<file path="config.mk">
export PLATFORM = sky130hd
export DESIGN_NAME = mouse_cursor_overlay_flat
export DESIGN_NICKNAME = d
export VERILOG_FILES = /design/src/rtl/mouse_cursor_overlay_pkg.sv /design/src/rtl/mouse_cursor_overlay_if.sv /design/src/rtl/mouse_cursor_overlay_button_debouncer.sv /design/src/rtl/mouse_cursor_overlay.sv /design/src/flat_wrapper.sv
export SDC_FILE = /design/constraint.sdc
export NUM_CORES = 1
export LEC_CHECK = 0
export ABC_AREA = 1
export BUFFER_PORTS_ARGS = -buffer_cell sky130_fd_sc_hd__buf_4
export CAP_MARGIN = 20
export CORE_ASPECT_RATIO = 0.9
export CORE_UTILIZATION = 35
export DETAILED_ROUTE_END_ITERATION = 16
export GPL_TIMING_DRIVEN = 0
export MAX_ROUTING_LAYER = met4
export PLACE_DENSITY = 0.61
export SYNTH_ARGS = -nofsm -noshare
export SYNTH_HDL_FRONTEND = slang
export SYNTH_HIERARCHICAL = 1
export SYNTH_SLANG_ARGS = --single-unit
</file>
<file path="constraint.sdc">
create_clock -name clock -period 2.3 [get_ports clock]
set_input_delay 0.345 -clock clock [delete_from_list [all_inputs] [get_ports clock]]
set_output_delay 0.345 -clock clock [all_outputs]
set_load 0.01 [all_outputs]
</file>
<file path="src/rtl/mouse_cursor_overlay_pkg.sv">
// Shared definitions for the mouse cursor overlay.
// Contents: the click FSM state type, the OLED grid size, RGB565 colours,
// a clamp helper for the coordinate scaler and an arm-reach helper for the
// crosshair renderer.
package cursor_pkg;

    typedef enum logic [1:0] {
        IDLE     = 2'd0,
        PRESS_DB = 2'd1,
        HELD     = 2'd2,
        REL_DB   = 2'd3
    } click_state_e;

    localparam int OLED_W = 96;
    localparam int OLED_H = 64;

    localparam logic [6:0] X_MAX = 7'(OLED_W - 1);
    localparam logic [6:0] Y_MAX = 7'(OLED_H - 1);

    localparam logic [15:0] RGB565_RED  = 16'hF800;
    localparam logic [15:0] RGB565_BLUE = 16'h001F;

    // Saturate a shifted product onto the visible grid.
    function automatic logic [6:0] scale_clamp(input logic [19:0] scaled,
                                               input logic [6:0]  max_v);
        logic [6:0] res;
        if (scaled > {13'd0, max_v}) begin
            res = max_v;
        end else begin
            res = scaled[6:0];
        end
        return res;
    endfunction

    // True when a signed pixel offset lies on a 2-pixel crosshair arm.
    function automatic logic within_arm(input logic signed [8:0] d);
        return (d >= -9'sd2) && (d <= 9'sd2);
    endfunction

endpackage

</file>
<file path="src/rtl/mouse_cursor_overlay_if.sv">
// Pixel-stream bundle between the frame generator and the OLED driver.
// Ports: frame_begin (frame-start strobe), pixel_x/pixel_y (current pixel),
// in_pixel_data (upstream RGB565), out_pixel_data (RGB565 to the display).
// The overlay is the slave: it consumes the stream and returns the pixel.
interface mouse_cursor_overlay_if;
    logic        frame_begin;
    logic [6:0]  pixel_x;
    logic [6:0]  pixel_y;
    logic [15:0] in_pixel_data;
    logic [15:0] out_pixel_data;

    modport master (
        output frame_begin, pixel_x, pixel_y, in_pixel_data,
        input  out_pixel_data
    );

    modport slave (
        input  frame_begin, pixel_x, pixel_y, in_pixel_data,
        output out_pixel_data
    );
endinterface

</file>
<file path="src/rtl/mouse_cursor_overlay_button_debouncer.sv">
// Debounces the raw mouse left button and produces click / long-press events.
// Ports: clock, reset_n (async active-low), enable (0 forces IDLE),
// mouse_left (raw button), cursor_x/cursor_y (live scaled cursor),
// button_held (debounced level), click_pulse with click_x/click_y latched on
// the same cycle, long_press_pulse (once per hold).
module button_debouncer
    import cursor_pkg::*;
#(
    parameter int DEBOUNCE_CYCLES = 100000,
    parameter int LONG_CYCLES     = 50000000
) (
    input  logic       clock,
    input  logic       reset_n,
    input  logic       enable,
    input  logic       mouse_left,
    input  logic [6:0] cursor_x,
    input  logic [6:0] cursor_y,
    output logic       button_held,
    output logic       click_pulse,
    output logic [6:0] click_x,
    output logic [6:0] click_y,
    output logic       long_press_pulse
);

    localparam int DB_W = $clog2(DEBOUNCE_CYCLES + 1);
    localparam int LP_W = $clog2(LONG_CYCLES + 1);
    localparam logic [DB_W-1:0] DB_LAST = DB_W'(DEBOUNCE_CYCLES - 1);
    localparam logic [DB_W-1:0] DB_ONE  = DB_W'(1);
    localparam logic [LP_W-1:0] LP_LAST = LP_W'(LONG_CYCLES - 1);
    localparam logic [LP_W-1:0] LP_ONE  = LP_W'(1);

    logic btn_meta_r, btn_r;
    click_state_e state_r, state_nx;
    logic [DB_W-1:0] db_cnt_r, db_cnt_nx;
    logic [LP_W-1:0] hold_cnt_r, hold_cnt_nx;
    logic held_r, held_nx;
    logic click_r, click_nx;
    logic long_r, long_nx;
    logic [6:0] click_x_r, click_x_nx, click_y_r, click_y_nx;

    // Two-flop synchroniser for the asynchronous button input.
    always_ff @(posedge clock or negedge reset_n) begin
        if (!reset_n) begin
            btn_meta_r <= 1'b0;
            btn_r      <= 1'b0;
        end else begin
            btn_meta_r <= mouse_left;
            btn_r      <= btn_meta_r;
        end
    end

    // Next-state and next-output logic; pulses default low every cycle.
    always_comb begin
        state_nx    = state_r;
        db_cnt_nx   = db_cnt_r;
        hold_cnt_nx = hold_cnt_r;
        held_nx     = held_r;
        click_nx    = 1'b0;
        long_nx     = 1'b0;
        click_x_nx  = click_x_r;
        click_y_nx  = click_y_r;
        if (!enable) begin
            state_nx    = IDLE;
            db_cnt_nx   = '0;
            hold_cnt_nx = '0;
            held_nx     = 1'b0;
        end else begin
            case (state_r)
                IDLE: begin
                    db_cnt_nx = '0;
                    if (btn_r) begin
                        state_nx = PRESS_DB;
                    end else begin
                        state_nx = IDLE;
                    end
                end
                PRESS_DB: begin
                    if (!btn_r) begin
                        state_nx  = IDLE;
                        db_cnt_nx = '0;
                    end else if (db_cnt_r == DB_LAST) begin
                        state_nx    = HELD;
                        db_cnt_nx   = '0;
                        hold_cnt_nx = '0;
                        held_nx     = 1'b1;
                        click_nx    = 1'b1;
                        click_x_nx  = cursor_x;
                        click_y_nx  = cursor_y;
                    end else begin
                        db_cnt_nx = db_cnt_r + DB_ONE;
                    end
                end
                HELD: begin
                    if (!btn_r) begin
                        state_nx  = REL_DB;
                        db_cnt_nx = '0;
                    end else if (hold_cnt_r != LP_LAST) begin
                        // Counter saturates at LP_LAST, so the pulse fires once per hold.
                        hold_cnt_nx = hold_cnt_r + LP_ONE;
                        long_nx     = ((hold_cnt_r + LP_ONE) == LP_LAST);
                    end else begin
                        hold_cnt_nx = hold_cnt_r;
                    end
                end
                REL_DB: begin
                    if (btn_r) begin
                        // Release glitch: resume the hold without a new click.
                        state_nx  = HELD;
                        db_cnt_nx = '0;
                    end else if (db_cnt_r == DB_LAST) begin
                        state_nx    = IDLE;
                        db_cnt_nx   = '0;
                        hold_cnt_nx = '0;
                        held_nx     = 1'b0;
                    end else begin
                        db_cnt_nx = db_cnt_r + DB_ONE;
                    end
                end
                default: begin
                    state_nx    = IDLE;
                    db_cnt_nx   = '0;
                    hold_cnt_nx = '0;
                    held_nx     = 1'b0;
                end
            endcase
        end
    end

    // FSM state, counters and registered event outputs.
    always_ff @(posedge clock or negedge reset_n) begin
        if (!reset_n) begin
            state_r    <= IDLE;
            db_cnt_r   <= '0;
            hold_cnt_r <= '0;
            held_r     <= 1'b0;
            click_r    <= 1'b0;
            long_r     <= 1'b0;
            click_x_r  <= 7'd0;
            click_y_r  <= 7'd0;
        end else begin
            state_r    <= state_nx;
            db_cnt_r   <= db_cnt_nx;
            hold_cnt_r <= hold_cnt_nx;
            held_r     <= held_nx;
            click_r    <= click_nx;
            long_r     <= long_nx;
            click_x_r  <= click_x_nx;
            click_y_r  <= click_y_nx;
        end
    end

    assign button_held      = held_r;
    assign click_pulse      = click_r;
    assign click_x          = click_x_r;
    assign click_y          = click_y_r;
    assign long_press_pulse = long_r;

endmodule

</file>
<file path="src/rtl/mouse_cursor_overlay.sv">
// Mouse cursor overlay between MouseCtl/ANIMATION and Oled_Display.
// Ports: clock, reset_n (async active-low), enable, mouse_x/mouse_y/mouse_left
// (raw MouseCtl), pix (pixel-stream slave: frame_begin, pixel_x, pixel_y,
// in_pixel_data in, out_pixel_data out), cursor_x/cursor_y (scaled live
// cursor), button_held, click_pulse, click_x/click_y, long_press_pulse.
// The drawn cursor position is sampled only at frame start to avoid tearing.
module mouse_cursor_overlay
    import cursor_pkg::*;
#(
    parameter int          X_MUL           = 77,
    parameter int          X_SHIFT         = 9,
    parameter int          Y_MUL           = 17,
    parameter int          Y_SHIFT         = 7,
    parameter int          DEBOUNCE_CYCLES = 100000,
    parameter int          LONG_CYCLES     = 50000000,
    parameter logic [15:0] CURSOR_COLOUR   = RGB565_RED
) (
    input  logic                   clock,
    input  logic                   reset_n,
    input  logic                   enable,
    input  logic [11:0]            mouse_x,
    input  logic [11:0]            mouse_y,
    input  logic                   mouse_left,
    mouse_cursor_overlay_if.slave  pix,
    output logic [6:0]             cursor_x,
    output logic [6:0]             cursor_y,
    output logic                   button_held,
    output logic                   click_pulse,
    output logic [6:0]             click_x,
    output logic [6:0]             click_y,
    output logic                   long_press_pulse
);

    logic [19:0] prod_x_s, prod_y_s;
    logic [6:0]  sx_s, sy_s;
    logic [6:0]  cursor_x_r, cursor_y_r;
    logic        fb_meta_r, fb_sync_r, fb_prev_r;
    logic        frame_rise_s;
    logic [6:0]  disp_x_r, disp_y_r;
    logic signed [8:0] dx_s, dy_s;
    logic        hit_s;

    // Fixed-point scale of raw mouse coordinates onto the 96x64 grid.
    always_comb begin
        prod_x_s = 20'(mouse_x) * 20'(X_MUL);
        prod_y_s = 20'(mouse_y) * 20'(Y_MUL);
        sx_s     = scale_clamp(prod_x_s >> X_SHIFT, X_MAX);
        sy_s     = scale_clamp(prod_y_s >> Y_SHIFT, Y_MAX);
    end

    // Register the scaled live cursor.
    always_ff @(posedge clock or negedge reset_n) begin
        if (!reset_n) begin
            cursor_x_r <= 7'd0;
            cursor_y_r <= 7'd0;
        end else begin
            cursor_x_r <= sx_s;
            cursor_y_r <= sy_s;
        end
    end

    // Synchronise the slow-domain frame strobe and keep its previous value.
    always_ff @(posedge clock or negedge reset_n) begin
        if (!reset_n) begin
            fb_meta_r <= 1'b0;
            fb_sync_r <= 1'b0;
            fb_prev_r <= 1'b0;
        end else begin
            fb_meta_r <= pix.frame_begin;
            fb_sync_r <= fb_meta_r;
            fb_prev_r <= fb_sync_r;
        end
    end

    assign frame_rise_s = fb_sync_r & ~fb_prev_r;

    // Capture the drawn cursor position once per frame.
    always_ff @(posedge clock or negedge reset_n) begin
        if (!reset_n) begin
            disp_x_r <= 7'd0;
            disp_y_r <= 7'd0;
        end else if (frame_rise_s) begin
            disp_x_r <= cursor_x_r;
            disp_y_r <= cursor_y_r;
        end else begin
            disp_x_r <= disp_x_r;
            disp_y_r <= disp_y_r;
        end
    end

    // Crosshair renderer; signed offsets keep arms from wrapping at edges.
    always_comb begin
        dx_s  = $signed({2'b00, pix.pixel_x}) - $signed({2'b00, disp_x_r});
        dy_s  = $signed({2'b00, pix.pixel_y}) - $signed({2'b00, disp_y_r});
        hit_s = enable &&
                (((pix.pixel_y == disp_y_r) && within_arm(dx_s)) ||
                 ((pix.pixel_x == disp_x_r) && within_arm(dy_s)));
        if (hit_s) begin
            pix.out_pixel_data = CURSOR_COLOUR;
        end else begin
            pix.out_pixel_data = pix.in_pixel_data;
        end
    end

    button_debouncer #(
        .DEBOUNCE_CYCLES (DEBOUNCE_CYCLES),
        .LONG_CYCLES     (LONG_CYCLES)
    ) u_button_debouncer (
        .clock            (clock),
        .reset_n          (reset_n),
        .enable           (enable),
        .mouse_left       (mouse_left),
        .cursor_x         (cursor_x_r),
        .cursor_y         (cursor_y_r),
        .button_held      (button_held),
        .click_pulse      (click_pulse),
        .click_x          (click_x),
        .click_y          (click_y),
        .long_press_pulse (long_press_pulse)
    );

    assign cursor_x = cursor_x_r;
    assign cursor_y = cursor_y_r;

endmodule

</file>
<file path="src/flat_wrapper.sv">
// flat-port wrapper written by rule: the top's interface ports become plain ports
module mouse_cursor_overlay_flat import cursor_pkg::*;
#(
    parameter int          X_MUL           = 77,
    parameter int          X_SHIFT         = 9,
    parameter int          Y_MUL           = 17,
    parameter int          Y_SHIFT         = 7,
    parameter int          DEBOUNCE_CYCLES = 100000,
    parameter int          LONG_CYCLES     = 50000000,
    parameter logic [15:0] CURSOR_COLOUR   = RGB565_RED
)
  (clock, reset_n, enable, mouse_x, mouse_y, mouse_left, cursor_x, cursor_y, button_held, click_pulse, click_x, click_y, long_press_pulse, pix_frame_begin, pix_pixel_x, pix_pixel_y, pix_in_pixel_data, pix_out_pixel_data);
  mouse_cursor_overlay_if pix_i ();
  input  logic clock;
  input  logic reset_n;
  input  logic enable;
  input  logic [11:0] mouse_x;
  input  logic [11:0] mouse_y;
  input  logic mouse_left;
  output logic [6:0] cursor_x;
  output logic [6:0] cursor_y;
  output logic button_held;
  output logic click_pulse;
  output logic [6:0] click_x;
  output logic [6:0] click_y;
  output logic long_press_pulse;
  input wire logic [$bits(pix_i.frame_begin)-1:0] pix_frame_begin;
  input wire logic [$bits(pix_i.pixel_x)-1:0] pix_pixel_x;
  input wire logic [$bits(pix_i.pixel_y)-1:0] pix_pixel_y;
  input wire logic [$bits(pix_i.in_pixel_data)-1:0] pix_in_pixel_data;
  output wire logic [$bits(pix_i.out_pixel_data)-1:0] pix_out_pixel_data;
  assign pix_i.frame_begin = pix_frame_begin;
  assign pix_i.pixel_x = pix_pixel_x;
  assign pix_i.pixel_y = pix_pixel_y;
  assign pix_i.in_pixel_data = pix_in_pixel_data;
  assign pix_out_pixel_data = pix_i.out_pixel_data;
  mouse_cursor_overlay #(.X_MUL(X_MUL), .X_SHIFT(X_SHIFT), .Y_MUL(Y_MUL), .Y_SHIFT(Y_SHIFT), .DEBOUNCE_CYCLES(DEBOUNCE_CYCLES), .LONG_CYCLES(LONG_CYCLES), .CURSOR_COLOUR(CURSOR_COLOUR)) u_core (.clock(clock), .reset_n(reset_n), .enable(enable), .mouse_x(mouse_x), .mouse_y(mouse_y), .mouse_left(mouse_left), .pix(pix_i), .cursor_x(cursor_x), .cursor_y(cursor_y), .button_held(button_held), .click_pulse(click_pulse), .click_x(click_x), .click_y(click_y), .long_press_pulse(long_press_pulse));
endmodule
</file>
[Word level (Yosys, flattened, before mapping)]
Index checks and enable logic that the tools add are counted.
Word-level totals
  bits in registers: 95
  latch bits: 0
  bits in writable memories: 0
  ROM bits: 0
  input port bits: 59
  output and inout port bits: 47
  memories: 0
Operators by class
  add/subtract/negate cells: 4
  $mul: 2
  divide/modulo/power cells: 0
  magnitude comparators: 6
  eq/ne operators: 19
  shifts and indexed selects: 0
  multiplexer cells: 38
  bitwise gates (word level): 2
  reductions and logical operators: 11
Operators with widths (count)
  $mux W26: 6
  $mux W17: 5
  $pmux W26 S3: 1
  $pmux W17 S4: 1
  $add A26 B1 Y26 const B: 1
  $eq A26 B26 Y1 const B: 1
  $ne A26 B26 Y1 const B: 1
  $ne A3 B3 Y1 const B: 7
  $mul A12 B7 Y19 const B: 1
  $ge A9 B2 Y1 const B: 2
  $le A9 B3 Y1 const B: 2
  $add A17 B1 Y17 const B: 1
  $eq A17 B17 Y1 const B: 1
  $mul A12 B5 Y17 const B: 1
  $mux W16: 1
  $sub A7 B7 Y8: 2
  $eq A7 B7 Y1: 2
  $mux W1: 14
  $mux W7: 2
  $mux W2: 6
  $gt A10 B6 Y1 const B: 1
  $gt A10 B7 Y1 const B: 1
  $reduce_and A5 Y1: 2
  $ne A4 B4 Y1 const B: 2
  other kinds (13): 18

[Longest topological paths before layout]
Gate-level depths: netlist of the first run.
  word-level depth: 7
  mapped depth: 18
  depth with buffers taken out: 18

[Cells and area by module]
Netlist of the first run, hierarchy kept.
Modules (own cells, without submodules)
  mouse_cursor_overlay: instances 1, cells each 563, area each 4071.4 µm², sequential area each 775.7 µm²
  button_debouncer: instances 1, cells each 592, area each 3995.1 µm², sequential area each 1601.5 µm²

[Worst setup path after synthesis of the first run]
No wires, ideal clock.
  path type: input to register
  start point: input mouse_x[7]
  end point: register u_core.cursor_x_r[0] (netlist: u_core/cursor_x[0])
  library setup time: 0.135 ns
  arrival: 3.276 ns
  required time: 2.165 ns
  setup slack: -1.111 ns
  cell stages on the path: 16
  path buffers: 0
  cells stage by stage: ha_1 -> ha_1 -> fa_1 -> inv_1 -> fa_1 -> inv_1 -> ha_1 -> nand2_1 -> inv_1 -> a21oi_1 -> nor2_1 -> nor2_1 -> nand2_1 -> xor2_1 -> nor2_2 -> nand3_1
Between the ends
  word-level cells in the longest chain between the ends: 3
Ends and longest elaborated chain
  start: declaration: line flat_wrapper.sv:17  | input logic [11:0] mouse_x;
  $mul A12 B7 Y19 *: line mouse_cursor_overlay.sv:45  | prod_x_s = 20'(mouse_x) * 20'(X_MUL);
  $gt A10 B7 Y1: line mouse_cursor_overlay_pkg.sv:27  | if (scaled > {13'd0, max_v}) begin
  $mux W7 *: line mouse_cursor_overlay_pkg.sv:27
  net u_core.sx_s[0]: line mouse_cursor_overlay.sv:35  | logic [6:0] sx_s, sy_s;
  end signal: assignment: line mouse_cursor_overlay.sv:57  | cursor_x_r <= sx_s;
  end: declaration: line mouse_cursor_overlay.sv:36  | logic [6:0] cursor_x_r, cursor_y_r;
Mark *: on every way through the listed nets, which the timed path passes. The rest lies on a longest branch.
A chain may end at the register's enable or synchronous reset.

[Worst setup path after layout of the first run]
  start point: input mouse_x[10]
  end point: register u_core.cursor_x_r[5] (netlist: u_core/cursor_x[5])
The elaborated chain is that of the path after synthesis.

==> results of run 1 <==
-- routing by layer --
layer  up-vias  GRT usage [%]  part of all wire (%)  wire length, um
met3        15           2.02                   3.4              685
met1      3434           24.0                    48             9780
li1       3884              -                     -                -
met5         -              -                     0                0
met4         0           5.42                   1.5              298
met2       111           28.3                    47             9420
-- cells in the mapped netlist, drive strengths merged (2+ instances only) --
| cell | number | area (um^2) |
|---|---|---|
| dfrtp | 95 | 2380 |
| xnor2 | 12 | 105 |
| a21oi | 46 | 283 |
| o21a | 3 | 22.5 |
| o21ai | 18 | 93.8 |
| o21bai | 8 | 60.1 |
| clkbuf | 8 | 30.0 |
| nand4 | 20 | 131 |
| nand3 | 84 | 453 |
| a31oi | 2 | 12.5 |
| nand3b | 3 | 22.5 |
| ha | 80 | 1000 |
| a21o | 4 | 30.0 |
| buf | 9 | 85.1 |
| inv | 194 | 728 |
| nor4 | 4 | 25.0 |
| nor2 | 125 | 519 |
| nor3 | 24 | 120 |
| fa | 17 | 340 |
| xor2 | 14 | 123 |
| mux2 | 2 | 22.5 |
| nand2 | 376 | 1430 |
-- cell families after synthesis --
kind of cell / count (synthesis) / synth area share (%)
AND/OR/NAND/NOR: 639 / 33.8
buffers and inverters: 212 / 10.5
adder cells (fa/ha/maj): 97 / 16.6
flip-flops: 95 / 29.5
AO/OA/AOI/OAI: 83 / 6.47
XOR/XNOR: 26 / 2.82
multiplexers: 2 / 0.279
other: 1 / 0.0465
-- per-stage QoR --
stage               setup TNS [ps]  cell area (um^2)  hold slack [ps]  instances  total power [mW]
floorplan                    -5370              8330             49.4       1155              4.07
global placement            -13720              9490              335       1557              4.82
detailed placement          -14170              9510              300       1558              4.87
CTS                         -14560              9960             76.0       1578              6.70
global route                -18320             10200             83.2       1588              7.37
finish                      -15470             10200             93.3       1588              6.81
-- state kept, by name, summed over array words and instances (netlist names) --
signal	flops
u_core/u_button_debouncer/hold_cnt_r	26
u_core/fb_sync_r	1
u_core/cursor_x	7
u_core/cursor_y	7
u_core/disp_y_r	7
u_core/u_button_debouncer/long_press_pulse	1
u_core/u_button_debouncer/click_x	7
u_core/u_button_debouncer/btn_r	1
u_core/u_button_debouncer/btn_meta_r	1
u_core/fb_prev_r	1
u_core/u_button_debouncer/db_cnt_r	17
u_core/disp_x_r	7
u_core/u_button_debouncer/button_held	1
u_core/u_button_debouncer/click_pulse	1
u_core/u_button_debouncer/click_y	7
u_core/u_button_debouncer/state_r	2
u_core/fb_meta_r	1
-- cell type report --
class | instances | area (um^2) | share of cell area, %
inverters | 195 | 734 | 7.22
multi-input cells | 848 | 5270 | 51.7
repair buffers | 120 | 993 | 9.76
well taps | 297 | 372 | 3.65
clock inverters | 6 | 91.3 | 0.897
plain buffers | 17 | 115 | 1.13
clock buffers | 10 | 229 | 2.25
flip-flops and latches | 95 | 2380 | 23.4
-- repair_timing --
item	4_1_cts	5_1_grt
buffers inserted	3	9
pin swaps	27	29
endpoints found under the setup margin	23	24
hold buffers	1	0
endpoints found under the hold margin	27	0
resized for setup	27	36
gates cloned	0	1
-- how the worst max path moves through the flow --
stage,from,to,slack (ps),cells after the start
finish,mouse_x[10],u_core/cursor_x[5],-730,17
detailed placement,mouse_x[7],u_core/cursor_x[4],-1140,16
floorplan,mouse_x[6],u_core/cursor_x[0],-770,16
global placement,mouse_x[3],u_core/cursor_x[3],-1140,17
CTS,mouse_x[9],u_core/cursor_x[5],-710,19
global route,mouse_x[10],u_core/cursor_x[5],-890,17
-- cells in the final DEF, fill, tap and decap left out, types with 4 or more instances in the layout --
| master | netlist | layout |
|---|---|---|
| xnor2_1 | 12 | 12 |
| clkbuf_16 | 0 | 10 |
| nand4_1 | 19 | 19 |
| nor2_2 | 5 | 6 |
| a21o_1 | 4 | 4 |
| nand2_1 | 369 | 349 |
| o21bai_1 | 8 | 8 |
| fa_1 | 17 | 14 |
| buf_4 | 0 | 104 |
| xor2_1 | 14 | 12 |
| inv_2 | 3 | 16 |
| a21oi_2 | 11 | 15 |
| clkbuf_1 | 8 | 9 |
| nor2_4 | 5 | 6 |
| ha_4 | 0 | 18 |
| nor3_1 | 24 | 24 |
| ha_1 | 80 | 59 |
| nand3_2 | 4 | 9 |
| nand2_4 | 1 | 5 |
| nor4_1 | 4 | 4 |
| inv_1 | 191 | 177 |
| nor2_1 | 115 | 113 |
| buf_6 | 4 | 16 |
| a21oi_1 | 34 | 28 |
| nand2_2 | 6 | 21 |
| buf_2 | 4 | 4 |
| o21ai_0 | 16 | 15 |
| dfrtp_1 | 95 | 95 |
| nand3_1 | 79 | 74 |
-- power by group through the flow --
| stage | Clock, mW | Combinational [mW] | Sequential (mW) |
|---|---|---|---|
| floorplan | 0 | 2.12 | 1.94 |
| global placement | 0 | 2.86 | 1.96 |
| detailed placement | 0 | 2.90 | 1.97 |
| CTS | 1.68 | 3.09 | 1.94 |
| global route | 1.75 | 3.67 | 1.95 |
| finish | 1.63 | 3.25 | 1.93 |
==> flow_metrics.env, run 1 <==
export IMPL_outcome="finished with violations"
export IMPL_violations="negative setup slack"
export IMPL_syn_num_nets=1311
export IMPL_worst_ep_arrival_time_ps=3310
export IMPL_cp_max_fo=6
export IMPL_hp_start="pix_frame_begin"
export IMPL_fin_util_pct=45.1
export IMPL_clk_latency_ps=360
export IMPL_min_period_ps=3030
export IMPL_ctsHtreeMaxLevel=3
export IMPL_crit_slowest_cell="fa_1"
export IMPL_track_usage_pct=17.9
export IMPL_drv_slew=0
export IMPL_worst_pin_slew_ps=794
export IMPL_syn_mean_instance_area_um2=6.98
export IMPL_cts_clk_slew_worst_paths_ps=70
export IMPL_rsz0062_at_grt="true"
export IMPL_maxSlewHeadroom_pct=47.1
export IMPL_first_pass_iters=5
export IMPL_timing_hold_violations_final=0
export IMPL_vias=7444
export IMPL_cap_violations=0
export IMPL_min_to="u_core/fb_meta_r"
export IMPL_ant_nets=0
export IMPL_r2r_start="u_core/u_button_debouncer/state_r[0]"
export IMPL_regToRegSetupSlack_ps=230
export IMPL_grt_pass1_vias=6883
export IMPL_io_buffers=105
export IMPL_comb_power_share_pct=47.6
export IMPL_hpwl_mm=16.2
export IMPL_rr_endpoint="u_core/u_button_debouncer/db_cnt_r[11]"
export IMPL_seqPwrFrac_pct=28.4
export IMPL_irDropWorstVdd_mv=0.381
export IMPL_overflow=0
export IMPL_fp_coreArea_um2=22600
export IMPL_crit_chain="buf_4, ha_1, ha_1, inv_1, fa_1, inv_1, ha_1, ha_4, nand2_1, inv_1, nand3_1, nand3b_1, nand3_1, nand3_2, nor2_4, nand2_2, nor2_2"
export IMPL_synth_async_reset_ratio_pct=100
export IMPL_drcViolationCount=0
export IMPL_ys_seq_area_share_pct=29.5
export IMPL_synthToLayoutAreaGrowth_pct=26.2
export IMPL_die_w_um=162
export IMPL_fill_cells=2254
export IMPL_power_frac_clock_pct=24.0
export IMPL_synth_edff_count=0
export IMPL_slowest_delay_ps=540
export IMPL_cts_tree="built"
export IMPL_worst_setup_path_start_kind="input port"
export IMPL_diodes=0
export IMPL_io_pins=106
export IMPL_antenna_found_initial=0
export IMPL_setup_viol=23
export IMPL_pre_cts_ws_ps=-1140
export IMPL_root_buffer="clkbuf_16"
export IMPL_post_drt_wl_per_cell_um=12.7
export IMPL_grt_max_degree=69
export IMPL_crit_family="adder cells"
export IMPL_hold_path_class="input port to flop"
export IMPL_vias_per_cell=4.69
export IMPL_synth_distinct_cells=43
export IMPL_cts_sinks=95
export IMPL_die_h_um=146
export IMPL_cp_num_buf_inv=4
export IMPL_p_sw_share_pct=39.0
export IMPL_yosysWarnings=6
export IMPL_wirelength_mm=20.2
export IMPL_ys_ff_latch=95
export IMPL_dieArea_um2=23700
export IMPL_end_kind="flop"
export IMPL_final_nets=1442
export IMPL_gp_congestion=0.942
export IMPL_fmax_mhz=330
export IMPL_final_setup_worst_slack_ps=-726
export IMPL_initial_core_util_pct=35.7
export IMPL_grt_pass1_wl_mm=33.3
export IMPL_hold_depth=1
export IMPL_r2r_cells=10
export IMPL_cts_buffers=9
export IMPL_row_count=52
export IMPL_worstPathRequired_ps=2580
export IMPL_syn_inst=1155
export IMPL_drt_iter0_markers=406
export IMPL_p_int_mw=4.16
export IMPL_drive_above_1_share_pct=20.1
export IMPL_worst_setup_path_type="input port to flop"
export IMPL_p_sw_mw=2.66
export IMPL_fin_crit_sh_pct=132
export IMPL_ys_flop_type="dfrtp_1"
export IMPL_power_density_nw_per_um2=669
export IMPL_p_leak_nw=5.18
export IMPL_netlist_area_um2=8070
export IMPL_worst_clock_skew_ps=11.1
export IMPL_clock_path_buffers=2
Note: power is estimated with default switching activity, not from simulation.
==> run 2: changes to the inputs <==
--- a/config.mk
+++ b/config.mk
@@ -16,5 +16,4 @@
 export PLACE_DENSITY = 0.61
 export SYNTH_ARGS = -nofsm -noshare
 export SYNTH_HDL_FRONTEND = slang
-export SYNTH_HIERARCHICAL = 1
 export SYNTH_SLANG_ARGS = --single-unit
==> run 2 against run 1 <==
The run still ends with negative setup slack left. Total power is 3.4% higher. Worst hold slack got worse by 69 ps. Clock skew fell by 2.7 ps. Flip-flop and latch count unchanged. Non-clock buffer count increased by 11. Count of clock-buffer cells in the layout unchanged. Via count is 5.3% lower. Final cell count down 4.9%. Synthesized cell count fell by 7.1%. Sequential share of layout area is 0.078 points higher. Sequential power about the same. Critical path type unchanged. Largest power group unchanged.
==> flow_metrics.env, run 2 <==
export IMPL_final_setup_worst_slack_ps=-708
export IMPL_synth_largest_area_cell="dfrtp_1"
export IMPL_synth_edff_count=0
export IMPL_wirelength_mm=19.6
export IMPL_drv_slew=0
export IMPL_drive_above_1_share_pct=22.1
export IMPL_ys_ff_latch=95
export IMPL_io_buffers=105
export IMPL_ys_seq_area_share_pct=30.6
export IMPL_clk_latency_ps=350
export IMPL_p_leak_nw=5.20
export IMPL_cap_violations=0
export IMPL_syn_inst=1073
export IMPL_worst_ep_arrival_time_ps=3230
export IMPL_synth_distinct_cells=45
export IMPL_initial_core_util_pct=35.8
export IMPL_diodes=0
export IMPL_ys_flop_type="dfrtp_1"
export IMPL_hold_ws_ps=24.4
export IMPL_track_usage_pct=18.2
export IMPL_setup_viol=23
export IMPL_comb_power_share_pct=51.4
export IMPL_worstPathRequired_ps=2530
export IMPL_clock_path_buffers=2
export IMPL_layout_common_cells="nand2_1 (250), inv_1 (190), buf_4 (108), dfrtp_1 (95), nor2_1 (87)"
export IMPL_syn_mean_instance_area_um2=7.23
export IMPL_hold_path_class="input port to asynchronous set/reset pin"
export IMPL_vias=7049
export IMPL_grt_pass1_vias=6686
export IMPL_totalPowerFinal_mw=7.05
export IMPL_synth_async_reset_ratio_pct=100
export IMPL_synth_top_cell_area_share_pct=30.6
export IMPL_maxSlewHeadroom_pct=50.8
export IMPL_netlist_area_um2=7760
export IMPL_final_nets=1370
export IMPL_yosysWarnings=0
export IMPL_die_w_um=159
export IMPL_largest_register_ffs=26
export IMPL_worst_pin_slew_ps=738
export IMPL_die_h_um=143
export IMPL_grt_max_degree=51
export IMPL_power_density_nw_per_um2=695
export IMPL_hpwl_mm=15.3
export IMPL_synth_area_leaders="dfrtp_1 (31%), nand2_1 (13%), ha_1 (13%)"
export IMPL_layout_commonest_cell="nand2_1"
export IMPL_outcome="finished with violations"
export IMPL_fin_crit_sh_pct=131
export IMPL_cts_buffers=9
export IMPL_p_sw_share_pct=40.9
export IMPL_worst_setup_path_type="input port to flop"
export IMPL_grt_pass1_wl_mm=32.4
export IMPL_worst_setup_path_start_kind="input port"
export IMPL_p_int_mw=4.17
export IMPL_fp_coreArea_um2=21700
export IMPL_synth_top_cells_by_count="nand2_1 (267), inv_1 (203), dfrtp_1 (95), nor2_1 (91), ha_1 (80)"
export IMPL_cts_tree="built"
export IMPL_timing_hold_violations_final=0
export IMPL_row_count=51
export IMPL_min_period_ps=3010
export IMPL_cp_max_fo=5
export IMPL_end_kind="flop"
export IMPL_ant_nets=0
export IMPL_cts_clk_slew_worst_paths_ps=70
export IMPL_drt_iter0_markers=319
export IMPL_violations="negative setup slack"
export IMPL_irDropWorstVdd_mv=0.378
export IMPL_overflow=0
export IMPL_synth_most_common_cell="nand2_1"
export IMPL_layoutNonFillerInstCount=1510
export IMPL_worst_clock_skew_ps=8.41
export IMPL_ctsHtreeMaxLevel=3
export IMPL_vias_per_cell=4.67
export IMPL_fmax_mhz=332
export IMPL_post_drt_wl_per_cell_um=13.0
export IMPL_antenna_found_initial=0
export IMPL_rsz0062_at_grt="true"
export IMPL_root_buffer="clkbuf_16"
export IMPL_io_pins=106
export IMPL_power_frac_clock_pct=20.9
export IMPL_p_sw_mw=2.88
export IMPL_top_register="u_core.u_button_debouncer.hold_cnt_r"
export IMPL_drcViolationCount=0
export IMPL_syn_num_nets=1229
export IMPL_synthToLayoutAreaGrowth_pct=30.7
export IMPL_place_inst=1471
export IMPL_dieArea_um2=22800
export IMPL_seqPwrFrac_pct=27.7
export IMPL_first_pass_iters=4
export IMPL_reg_top3="u_core.u_button_debouncer.hold_cnt_r: 26 flops, u_core.u_button_debouncer.db_cnt_r: 17 flops"
export IMPL_gp_congestion=0.910
export IMPL_cts_sinks=95
==> run 2: cell count changes after synthesis, sizes merged, moves of 5 or more <==
cell / change
a21oi: -5
inv: +13
nand2: -104
nand3: -6
nand3b: +5
nand4: +7
nor2: -26
o21ai: +36
o21bai: -5
==> run 2: cells by family (layout without fill, tap and decap cells) <==
group | Yosys count | after routing | synth area share (%)
compound gates | 118 | 118 | 8.45
xor+xnor | 27 | 27 | 3.05
fa+ha+maj | 97 | 97 | 17.3
buf+inv | 227 | 373 | 11.7
flops | 95 | 95 | 30.6
other cells | 1 | 1 | 0.0483
simple gates | 508 | 508 | 28.8
==> run 2: area by class of cell <==
type | instances | area [um^2]
plain buffers | 17 | 131
clock buffers | 10 | 239
clock inverters | 6 | 52.6
fillers | 2163 | 11600
inverters | 209 | 792
multi-input cells | 751 | 5050
flip-flops and latches | 95 | 2380
well taps | 291 | 364
repair buffers | 131 | 1140
==> run 2: critical path, cell delays in order <==
cell	delay, ps
buf_8	120
ha_4	270
ha_4	190
fa_1	480
inv_1	50
fa_1	490
inv_2	50
ha_4	230
a21o_1	190
buf_4	140
nand3_1	50
nand2_1	70
a21oi_1	190
nand3_1	140
nand3_2	130
nand3_1	90
==> run 2: layer usage <==
layer	vias up	global-route usage, %	share of wire (%)
met3	20	2.61	3.5
met1	3224	23.2	49
met4	0	4.81	1.6
met5	-	-	0
met2	120	30.4	46
li1	3685	-	-
==> run 2: worst paths after layout <==
check | from | endpoint | slack, ps | depth (start not counted)
max | mouse_x[5] | u_core.cursor_x[4] | -710 | 16
min | reset_n | u_core.disp_x_r[6] | 20 | 1
max reg2reg | u_core.u_button_debouncer.hold_cnt_r[1] | u_core.u_button_debouncer.hold_cnt_r[12] | 190 | 12
min reg2reg | u_core.u_button_debouncer.btn_meta_r | u_core.u_button_debouncer.btn_r | 350 | 0
max in group asynchronous | reset_n | u_core.u_button_debouncer.db_cnt_r[13] | 1610 | 2
min in group clock | pix_frame_begin | u_core.fb_meta_r | 100 | 1
==> run 2: per-stage QoR <==
stage / setup TNS, ps / instance area (um^2) / worst slack, ps / util [%]
floorplan: -6020 / 8040 / -886 / -
global placement: -15060 / 9200 / -1260 / 42.4
detailed placement: -15360 / 9240 / -1290 / 42.6
CTS: -14480 / 9880 / -708 / 45.5
global route: -18020 / 10100 / -839 / 46.8
finish: -15210 / 10100 / -708 / 46.8
==> run 2: power groups by stage <==
stage                     clock, mW  combinational (mW)  sequential (mW)
after floorplan                   0                2.27             1.98
after global placement            0                3.10             1.98
after detailed placement          0                3.13             1.98
after CTS                      1.51                3.41             1.95
after global routing           1.57                4.07             1.97
final                          1.47                3.62             1.95
==> run 2: repair_timing <==
item	4_1_cts	5_1_grt
endpoints found under the setup margin	23	26
pin swaps	40	41
hold endpoints to repair	0	0
hold buffers	0	0
cloned	1	0
gates resized for setup	66	42
buffers inserted	9	14
==> run 3: changes to the inputs <==
--- a/config.mk
+++ b/config.mk
@@ -9,11 +9,11 @@
 export BUFFER_PORTS_ARGS = -buffer_cell sky130_fd_sc_hd__buf_4
 export CAP_MARGIN = 20
 export CORE_ASPECT_RATIO = 0.9
-export CORE_UTILIZATION = 35
+export CORE_UTILIZATION = 45
 export DETAILED_ROUTE_END_ITERATION = 16
-export GPL_TIMING_DRIVEN = 0
 export MAX_ROUTING_LAYER = met4
-export PLACE_DENSITY = 0.61
+export PLACE_DENSITY = 0.73
 export SYNTH_ARGS = -nofsm -noshare
 export SYNTH_HDL_FRONTEND = slang
 export SYNTH_SLANG_ARGS = --single-unit
+export TNS_END_PERCENT = 1
==> run 3 against run 2 <==
The flow still finishes with violations (negative setup slack). Total power is 1.5% higher. Design area fell by 1.6%. Routed wire length shrank 4.1%. Sequential power barely moved. Combinational power up 1%. Worst hold slack better by 82 ps. Global-route usage rose by 4.4 points. Critical path type unchanged. Highest routed layer unchanged.
==> flow_metrics.env, run 3 (synthesis gave the netlist of run 2 again) <==
export IMPL_outcome="finished with violations"
export IMPL_violations="negative setup slack"
export IMPL_maxSlewHeadroom_pct=49.1
export IMPL_vias_per_cell=4.99
export IMPL_hp_start="mouse_left"
export IMPL_grt_use_met3_pct=2.94
export IMPL_gp_congestion=0.939
export IMPL_synthToLayoutAreaGrowth_pct=28.6
export IMPL_grt_util_met1_pct=28.6
export IMPL_cp_max_fo=6
export IMPL_grt_pass1_wl_mm=31.7
export IMPL_fin_util_pct=59.1
export IMPL_hpwl_mm=15.2
export IMPL_regToRegSetupSlack_ps=140
export IMPL_root_buffer="clkbuf_16"
export IMPL_ant_nets=0
export IMPL_fin_crit_sh_pct=133
export IMPL_min_period_ps=3060
export IMPL_crit_chain="buf_4, ha_4, ha_1, fa_1, inv_2, fa_1, inv_2, ha_4, a21o_1, a21oi_2, nand2_2, nand3b_1, nand2_1, nand2_1, nand3_2, nor2_4, nand2_2, nor2_1"
export IMPL_slowest_delay_ps=520
export IMPL_crit_family="adder cells"
export IMPL_setup_viol=23
export IMPL_hold_path_class="input port to flop"
export IMPL_worst_setup_path_type="input port to flop"
export IMPL_worst_setup_path_start_kind="input port"
export IMPL_clock_path_buffers=2
export IMPL_dieArea_um2=17800
export IMPL_irDropWorstVdd_mv=0.512
export IMPL_antenna_found_initial=0
export IMPL_layout_commonest_cell="nand2_1"
export IMPL_post_drt_wl_per_cell_um=12.8
export IMPL_cts_buffers=9
export IMPL_final_setup_worst_slack_ps=-763
export IMPL_initial_core_util_pct=45.9
export IMPL_row_count=45
export IMPL_cp_num_buf_inv=3
export IMPL_worst_pin_slew_ps=762
export IMPL_fill_cells=1548
export IMPL_worst_ep_arrival_time_ps=3340
export IMPL_cts_sinks=95
export IMPL_hold_ws_ps=107
export IMPL_vias=7325
export IMPL_hold_depth=1
export IMPL_power_density_nw_per_um2=717
export IMPL_fp_coreArea_um2=16900
export IMPL_grt_pass1_vias=6879
export IMPL_drive_above_1_share_pct=22.0
export IMPL_p_leak_nw=5.33
export IMPL_cp_num_cells=18
export IMPL_cts_tree="built"
export IMPL_layout_common_cells="nand2_1 (258), inv_1 (197), buf_4 (178), dfrtp_1 (94), nor2_1 (90)"
export IMPL_rr_endpoint="u_core.u_button_debouncer.long_press_pulse"
export IMPL_min_to="u_core.u_button_debouncer.btn_meta_r"
export IMPL_io_pins=106
export IMPL_worstPathRequired_ps=2580
export IMPL_drcViolationCount=0
export IMPL_drv_slew=0
export IMPL_top_register="u_core.u_button_debouncer.hold_cnt_r"
export IMPL_drt_iter0_markers=487
export IMPL_cap_violations=0
export IMPL_die_h_um=127
export IMPL_worst_clock_skew_ps=6.23
export IMPL_crit_slowest_cell="fa_1"
export IMPL_totalPowerFinal_mw=7.15
export IMPL_fmax_mhz=327
export IMPL_overflow=0
export IMPL_largest_register_ffs=26
export IMPL_grt_busiest_layer="met2"
export IMPL_ctsHtreeMaxLevel=3
export IMPL_track_usage_pct=22.6
export IMPL_grt_max_degree=39
export IMPL_r2r_cells=12
export IMPL_first_pass_iters=5
export IMPL_met2_usage_pct=38.2
export IMPL_io_buffers=105
export IMPL_timing_hold_violations_final=0
export IMPL_design_area_um2=9980
export IMPL_cts_clk_slew_worst_paths_ps=70
export IMPL_reg_top3="u_core.u_button_debouncer.hold_cnt_r: 26 flops, u_core.u_button_debouncer.db_cnt_r: 17 flops"
export IMPL_end_kind="flop"
export IMPL_rsz0062_at_grt="true"
export IMPL_diodes=0
export IMPL_final_nets=1407
export IMPL_placed_area_um2=9410
export IMPL_setup_tns_final_ps=-14810
export IMPL_die_w_um=140
export IMPL_clk_latency_ps=340
export IMPL_r2r_start="u_core.u_button_debouncer.state_r[0]"
export IMPL_wirelength_mm=18.8
==> run 3: report_power, final <==
part           total [mW]  internal (mW)  switching [mW]
sequential           1.96           1.83           0.131
clock                1.53          0.878           0.648
combinational        3.66           1.64            2.02
==> run 3: final cells by class <==
cell class | instances | area (um^2) | area share [%]
multi-input combinational | 751 | 4810 | 48.2
sequential | 95 | 2380 | 23.8
timing repair buffer | 185 | 1430 | 14.3
inverter | 209 | 792 | 7.94
tap | 211 | 264 | 2.65
clock buffer | 10 | 239 | 2.39
clock inverter | 6 | 68.8 | 0.690
==> run 3: timing repair <==
action                     CTS  global route
hold endpoints to repair    33             0
resized for setup           18            29
hold buffers                 1             0
pin swaps                   15            25
buffers inserted             0             5
setup endpoints to repair   23            46
==> run 3: metal layers <==
metal	wire length, um	vias up
li1	-	3752
met1	8490	3390
met2	9260	162
met3	772	21
met4	299	0
met5	0	-
==> run 3: worst max path at each step <==
| stage | from | endpoint | slack, ps |
|---|---|---|---|
| 2_1_floorplan | mouse_x[7] | u_core.cursor_x[5] | -890 |
| 3_3_place_gp | mouse_x[4] | u_core.cursor_x[5] | -1140 |
| 3_5_place_dp | mouse_x[8] | u_core.cursor_x[5] | -1240 |
| 4_1_cts | mouse_x[6] | u_core.cursor_x[5] | -710 |
| 5_1_grt | mouse_x[7] | u_core.cursor_x[5] | -890 |
| 6_report | mouse_x[4] | u_core.cursor_x[5] | -760 |
==> run 3: through the flow <==
stage	setup WS (ps)	instances
2_1_floorplan	-887	1073
3_3_place_gp	-1140	1445
3_5_place_dp	-1240	1445
4_1_cts	-707	1462
5_1_grt	-894	1467
6_report	-763	1467
